**src/rtl/dcache_burst_adapter.sv**
```systemverilog
// Purpose : turns line-granular dcache refill/writeback requests into 4-beat 64-bit bursts.
// Latency : write resp 5 cycles after request (ready=1); read resp 1 cycle after last beat.
// Backpres: write beats and read command hold while bmem_ready=0; read beats may gap freely.
//
// Ports: dfp_* = cache-side line interface (level requests held until dfp_resp),
//        bmem_* = burst memory bus, proto_err = sticky flag for rvalid outside RD_WAIT.
module dcache_burst_adapter #(
    parameter int BEATS  = 4,
    parameter int BEAT_W = 64
) (
    input  logic                    clk,
    input  logic                    rst,
    input  logic [31:0]             dfp_addr,
    input  logic                    dfp_read,
    input  logic                    dfp_write,
    input  logic [BEATS*BEAT_W-1:0] dfp_wdata,
    output logic [BEATS*BEAT_W-1:0] dfp_rdata,
    output logic                    dfp_resp,
    output logic [31:0]             bmem_addr,
    output logic                    bmem_read,
    output logic                    bmem_write,
    output logic [BEAT_W-1:0]       bmem_wdata,
    input  logic                    bmem_ready,
    input  logic [BEAT_W-1:0]       bmem_rdata,
    input  logic                    bmem_rvalid,
    output logic                    proto_err
);

    localparam int LINE_W = BEATS * BEAT_W;
    localparam int CNT_W  = $clog2(BEATS);
    localparam logic [CNT_W-1:0] LAST_BEAT = CNT_W'(BEATS - 1);
    // Byte offset within a line; these address bits never reach the bus.
    localparam logic [31:0] LINE_MASK = ~32'(LINE_W / 8 - 1);

    typedef enum logic [2:0] {
        IDLE    = 3'd0,
        WR_BEAT = 3'd1,
        RD_REQ  = 3'd2,
        RD_WAIT = 3'd3,
        RESP    = 3'd4,
        GUARD   = 3'd5
    } state_t;

    state_t             state_q, state_d;
    logic [CNT_W-1:0]   cnt_q;
    logic [31:0]        addr_q;
    logic [LINE_W-1:0]  buf_q;
    logic [LINE_W-1:0]  rdata_q;
    logic [LINE_W-1:0]  line_fwd;
    logic               proto_err_q;

    // Buffer with the incoming read beat merged in, so the last beat can be
    // captured straight into dfp_rdata and be valid in the RESP cycle.
    always_comb begin
        line_fwd = buf_q;
        line_fwd[int'(cnt_q) * BEAT_W +: BEAT_W] = bmem_rdata;
    end

    always_ff @(posedge clk or negedge rst) begin
        if (!rst) state_q <= IDLE;
        else      state_q <= state_d;
    end

    always_comb begin
        state_d    = state_q;
        bmem_read  = 1'b0;
        bmem_write = 1'b0;
        bmem_addr  = 32'd0;
        bmem_wdata = '0;
        dfp_resp   = 1'b0;
        case (state_q)
            IDLE: begin
                // Writeback has priority so a dirty victim leaves before its refill.
                if (dfp_write)     state_d = WR_BEAT;
                else if (dfp_read) state_d = RD_REQ;
            end
            WR_BEAT: begin
                bmem_write = 1'b1;
                bmem_addr  = addr_q;
                bmem_wdata = buf_q[int'(cnt_q) * BEAT_W +: BEAT_W];
                if (bmem_ready && cnt_q == LAST_BEAT) state_d = RESP;
            end
            RD_REQ: begin
                bmem_read = 1'b1;
                bmem_addr = addr_q;
                if (bmem_ready) state_d = RD_WAIT;
            end
            RD_WAIT: begin
                if (bmem_rvalid && cnt_q == LAST_BEAT) state_d = RESP;
            end
            RESP: begin
                dfp_resp = 1'b1;
                state_d  = GUARD;
            end
            // Upstream still shows the old request this cycle; ignore it.
            GUARD:   state_d = IDLE;
            default: state_d = IDLE;
        endcase
    end

    always_ff @(posedge clk or negedge rst) begin
        if (!rst) begin
            cnt_q       <= '0;
            addr_q      <= 32'd0;
            buf_q       <= '0;
            rdata_q     <= '0;
            proto_err_q <= 1'b0;
        end else begin
            if (bmem_rvalid && state_q != RD_WAIT) proto_err_q <= 1'b1;
            case (state_q)
                IDLE: begin
                    if (dfp_write || dfp_read) begin
                        addr_q <= dfp_addr & LINE_MASK;
                        buf_q  <= dfp_wdata;
                        cnt_q  <= '0;
                    end
                end
                WR_BEAT: begin
                    // Counter wraps to 0 on the last accepted beat.
                    if (bmem_ready) cnt_q <= cnt_q + 1'b1;
                end
                RD_WAIT: begin
                    if (bmem_rvalid) begin
                        buf_q <= line_fwd;
                        cnt_q <= cnt_q + 1'b1;
                        if (cnt_q == LAST_BEAT) rdata_q <= line_fwd;
                    end
                end
                default: ;
            endcase
        end
    end

    assign dfp_rdata = rdata_q;
    assign proto_err = proto_err_q;

endmodule

```
**config.mk**
```make
export PLATFORM = sky130hd
export DESIGN_NAME = dcache_burst_adapter
export DESIGN_NICKNAME = d
export VERILOG_FILES = /design/src/rtl/dcache_burst_adapter.sv
export SDC_FILE = /design/constraint.sdc
export NUM_CORES = 1
export LEC_CHECK = 0
export ABC_CLOCK_PERIOD_IN_PS = 3600
export CORE_MARGIN = 10
export CORE_UTILIZATION = 30
export DETAILED_ROUTE_END_ITERATION = 10
export PLACE_DENSITY = 0.61
export SLEW_MARGIN = 40
export SYNTH_ARGS = -nofsm -noshare
export SYNTH_HDL_FRONTEND = slang
export SYNTH_SLANG_ARGS = --single-unit
```
**constraint.sdc**
```tcl
create_clock -name clk -period 3.6 [get_ports clk]
set_clock_uncertainty 0.15 [all_clocks]
set_input_delay 0.54 -clock clk [delete_from_list [all_inputs] [get_ports clk]]
set_output_delay 0.54 -clock clk [all_outputs]
set_load 0.02 [all_outputs]
```
# --- Word level (Yosys, flattened, before mapping) ---
# Cells that the tools add are included.
# W data, S select, Z words.
totals:
  register_bits: 545
  in_bits: 358
  out_inout_bits: 356
op_classes:
  add_sub_neg: 2
  n_eq_ne: 13
  n_shift: 3
  n_mux: 19
  reduce_logical: 13
op_table:
  columns: ["op", "n"]
  rows:
  - ["$mux W256", 2]
  - ["$pmux W256 S2", 1]
  - ["$bwmux W256", 1]
  - ["$shift A64 B33 Y256 const A", 1]
  - ["$shiftx A256 B9 Y64", 1]
  - ["$shiftx A64 B33 Y256", 1]
  - ["$mux W64", 1]
  - ["$neg A8 Y33", 1]
  - ["$mux W32", 1]
  - ["$mux W3", 5]
  - ["$pmux W3 S5", 1]
  - ["$ne A2 B2 Y1 const B", 6]
  - ["$reduce_and A4 Y1", 2]
  - ["$eq A3 B2 Y1 const B", 2]
  - ["$mux W2", 3]
  - ["$pmux W2 S3", 1]
  - ["$reduce_and A3 Y1", 2]
  - ["$eq A3 B1 Y1 const B", 1]
  - ["$eq A3 B3 Y1 const B", 1]
  - ["$logic_and A1 B1 Y1", 3]
  - ["$logic_not A3 Y1", 1]
  - ["$mux W1", 3]
  - ["$ne A3 B2 Y1 const B", 1]
  - ["$ne A3 B3 Y1 const B", 1]
  - ["7 further kinds", 7]

# --- Depth between registers and ports, before layout ---
logic_depth:
  ltp_word: 5
  mapped_depth: 10

# --- Worst setup path before layout ---
# OpenSTA, ideal clock, no wires.
synth_path:
  path_kind: "register to register"
  from: "register cnt_q[1]"
  to: "register rdata_q[70] (netlist: dfp_rdata[70])"
  setup_time_ps: 83
  arrival_ps: 2528
  path_slack_ps: 839
  stages_incl_launch_ff: 11
  n_path_buf: 5
  period_less_slack_ps: 2761
  cell_sequence: "dfrtp_1 -> clkbuf_1 -> clkbuf_1 -> inv_1 -> ha_1 -> and4b_1 -> clkbuf_1 -> buf_2 -> buf_1 -> a22oi_1 -> o21ai_0"
synth_via:
  elab_chain_cells: 3
  word_cells_on_any_way: 6
  classes_between: "add/sub: 1; eq/ne: 1; shift: 2; mux: 1; reduce/logical: 1"
synth_rtl:
  columns: ["item", "line_no", "text"]
  rows:
  - ["start, declared", "45", "logic [CNT_W-1:0] cnt_q;"]
  - ["start signal, assigned", "120", "if (bmem_ready) cnt_q <= cnt_q + 1'b1;"]
  - ["start signal, assigned", "125", "cnt_q <= cnt_q + 1'b1;"]
  - ["$neg A8 Y33", "56", "line_fwd[int'(cnt_q) * BEAT_W +: BEAT_W] = bmem_rdata;"]
  - ["$shiftx A64 B33 Y256 / $shift A64 B33 Y256 (equally long branches)", "56", null]
  - ["$bwmux W256", "56", null]
  - ["end signal, assigned", "126", "if (cnt_q == LAST_BEAT) rdata_q <= line_fwd;"]
  - ["end, declared", "48", "logic [LINE_W-1:0] rdata_q;"]
# Parallel ways exist; a longest one is shown, timed or not.
# A chain may end at the register's enable or synchronous reset.

# --- Worst setup path after layout ---
layout_path:
  from: "register cnt_q[0]"
  to: "output bmem_wdata[37]"
layout_via:
  elab_chain_cells: 2
layout_rtl:
  columns: ["item", "line_no", "text"]
  rows:
  - ["$shiftx A256 B9 Y64", "80", "bmem_wdata = buf_q[int'(cnt_q) * BEAT_W +: BEAT_W];"]
  - ["$mux W64", "71", "case (state_q)"]
  - ["end, declared", "22", "output logic [BEAT_W-1:0] bmem_wdata,"]
# No other way between the ends.

==> summary.md <==
| Metric | Value |
|---|---|
| Fin. max-slew vios | 0 |
| Layout area overhead | 39.07% |
| DR WL/cell | 27.16 µm |
| Net Sw Frac | 0.4358 |
| RePlAce Congestion | 0.8750 |
| CP arrival | 2840 ps |
| Outcome | finished clean |
| Crit path kind | reg2out |
| YS warnings | 0 |
| Cell-internal power | 21.25 mW |
| Pleak | 16.42 nW |
| Clk_lat worst skew | 620 ps |
| H-tree depth | 3 |
| Fin crit share | 0.9792 |
| Post-Synthesis Cell Area | 27690 µm² |
| Initial DRC Count | 2364 |
| CTS tree | yes |
| Primary FF master, synth | dfrtp_1 |
| Top post-synthesis cells by area | dfrtp_1 (49%), o21ai_0 (6.5%), nand2_1 (6.1%) |
| Clock tree buffer depth | 3 |
| Sw power | 16.41 mW |
| Critical Path RT | 2910 ps |
| Clock power share | 0.182 |
| Gr usage total | 0.2355 |
| Core Footprint | 91660 µm² |
| Element type at the critical path end | output pin |
| Share of the synthesized area in the top cell type | 0.4925 |
| Area leader, netlist | dfrtp_1 |
| Overflow after GRT | 0 |
| Post-synth EDFFs | 0 |
| TNS Setup | 0 ps |
| First-pass GRT wire length | 184200 µm |
| Vias per cell | 5.480 |
| Worst slew pin tran | 1035 ps |
| Vias | 25770 |
| Fmax | 0.2837 GHz |
| Share of cells above drive strength 1 | 0.09003 |
| DIE AREA | 104900 µm² |
| I/O pins | 714 |
| Maxcap violations | 0 |
| Buffers on Ports | 703 |
| Crit path launch type | flop |
| ANT nets after route | 0 |
| DRT Pass-1 Iters | 5 |
| # placed instances | 4557 |
| DR DRC count | 0 |
| Row count | 111 |
| Hold Vio Cnt, Final | 0 |
| Design area | 38510 µm² |
| HPWL Detailed | 83320 µm |
| Die height | 323.8 µm |
| FILL cells | 8928 |
| Die width | 323.8 µm |
| Synth Instances | 2855 |
| PD cells | 977.9 nW/µm² |
| RSZ-0062 raised after global routing | no |
| Initial antenna violation count | 35 |
| Synthesized area per cell | 9.699 µm² |
| Vias in the first global route | 26080 |
| Tmin final | 3525 ps |
| Distinct cells, synth | 44 |
| Flops & latches, synth | 545 |
| Post-synthesis sequential area ratio | 0.4925 |
| Hold crit path type | reg2reg |
| Register share of total power | 0.285 |
| Final wirelength | 127700 µm |
| Pin count of the biggest net entering global routing | 159 |
| Clk sinks | 545 |
| Post-Layout Cell Count | 4703 |
| Final core occ | 0.4201 |
| Inserted Clock Buffers | 68 |
| Slew headroom | 0.3099 |
| Critical Path Fanout Max | 32 |
| Setup violators final | 0 |
| Root Buffer | clkbuf_16 |
| Asr flop ratio synth | 1.000 |
| Reg clk slew, reported paths | 60 ps |
| Final Net Count | 3810 |
| Placement Cell Area | 36120 µm² |
| Maximum vdd drop | 0.001008 V |
| Initial core utilization | 0.3021 |
| Comb power frac | 0.533 |
-- worst max-delay path, cell delays in order, from the launching register on --
cell and delay, ps:
dfrtp_4 510, buf_16 260, mux4_2 610, and2_1 180, clkdlybuf4s50_1 530
-- power groups by stage --
stage | Combinational [mW] | Clock (mW) | Sequential [mW]
6_report | 20.1 | 6.84 | 10.7
5_1_grt | 21.4 | 7.21 | 11.1
4_1_cts | 20.1 | 6.96 | 10.7
3_5_place_dp | 19.8 | 0 | 10.8
3_3_place_gp | 19.7 | 0 | 10.7
2_1_floorplan | 9.92 | 0 | 11.6
-- synthesized netlist by cell type, types with 2 or more instances --
cell type	n
a21oi_1	327
a22o_1	123
a22oi_1	63
and2_1	94
and3_1	132
and3b_1	3
and4bb_2	2
buf_1	5
buf_2	88
buf_4	13
buf_6	19
clkbuf_1	151
dfrtp_1	545
ha_1	5
inv_1	3
inv_2	2
mux2_2	29
mux4_2	64
nand2_1	449
nand3b_1	2
nor2_1	7
nor2b_1	194
o211ai_2	4
o21ai_0	357
o21ai_1	23
o2bb2ai_1	133
-- final timing paths --
check                               startpoint        endpoint  slack (ps)  cells past startpoint
worst max-delay path                  cnt_q[0]  bmem_wdata[37]          70                      4
worst min-delay path            dfp_rdata[160]  dfp_rdata[160]         330                      2
worst max register to register      state_q[1]      buf_q[224]         540                      5
worst min register to register  dfp_rdata[160]  dfp_rdata[160]         330                      2
max in group asynchronous                  rst   dfp_rdata[88]        1800                      3
min in group asynchronous                  rst      addr_q[20]         380                      2
-- cell families after synthesis --
| kind of cell | count (synthesis) | synth area share |
|---|---|---|
| and+or+nand+nor | 893 | 0.1620 |
| AOI/OAI and AO/OA | 1035 | 0.2296 |
| DFF | 545 | 0.4925 |
| muxes | 94 | 0.06421 |
| adders and majority gates | 5 | 0.002259 |
| buffers and inverters | 281 | 0.04898 |
| xor gates and xnor gates | 1 | 0.0003164 |
| other | 1 | 0.0001354 |
-- sequential cells by signal, indices dropped and copies added (netlist names) --
signal,cells
proto_err,1
state_q,3
buf_q,256
cnt_q,2
addr_q,27
dfp_rdata,256
-- layout by cell type (no fill, tap or decap), types with 3 or more instances in the layout --
cell type,count
buf_12,33
nand2_1,447
nor2_1,6
mux4_2,64
dlymetal6s2s_1,15
diode_2,18
o211ai_4,4
nor2b_1,193
clkbuf_1,20
dfrtp_1,542
clkbuf_16,70
and3_1,132
o2bb2ai_1,133
buf_4,53
and2_1,91
conb_1,5
inv_1,3
mux2_2,29
a21oi_1,327
o21ai_0,357
ha_4,3
clkinv_2,8
inv_6,5
clkbuf_8,15
a22oi_1,63
o21ai_1,23
clkdlybuf4s50_1,686
and2_4,3
a22o_1,123
-- cell type report --
type | count | area [µm²] | area share
antenna | 18 | 45.04 | 0.001170
timing repair buffer | 794 | 8267 | 0.2147
tap | 1186 | 1484 | 0.03853
clock inverter | 17 | 148.9 | 0.003866
inverter | 5 | 22.52 | 0.0005848
clock buffer | 105 | 2033 | 0.05280
multi-input combinational | 2033 | 12860 | 0.3340
sequential | 545 | 13650 | 0.3544
-- stage by stage --
| stage | setup slack [ps] | hold WS [ps] | total power, mW |
|---|---|---|---|
| 2_1_floorplan | 839.0 | 94.41 | 21.55 |
| 3_3_place_gp | 617.6 | 305.9 | 30.37 |
| 3_5_place_dp | 585.2 | 307.3 | 30.60 |
| 4_1_cts | 3.273 | 313.8 | 37.78 |
| 5_1_grt | 0.1950 | 336.5 | 39.66 |
| 6_report | 74.96 | 325.3 | 37.66 |
-- layer usage --
layer / routed length, µm / track usage / vias to the layer above
met5: 203 / 0 / -
met4: 4469 / 0.09391 / 30
met3: 12820 / 0.07720 / 263
met2: 60330 / 0.3802 / 1192
met1: 49920 / 0.2881 / 12880
li1: - / - / 11410
-- what timing repair did --
item	in CTS	in global routing
setup endpoints to repair	62	21
hold buffers	1	0
hold endpoints to repair	46	0
pin swaps	1	0
cloned	2	0
resized for setup	4	16
buffers inserted	3	0
No activity file was read; power rests on OpenSTA's default activity.
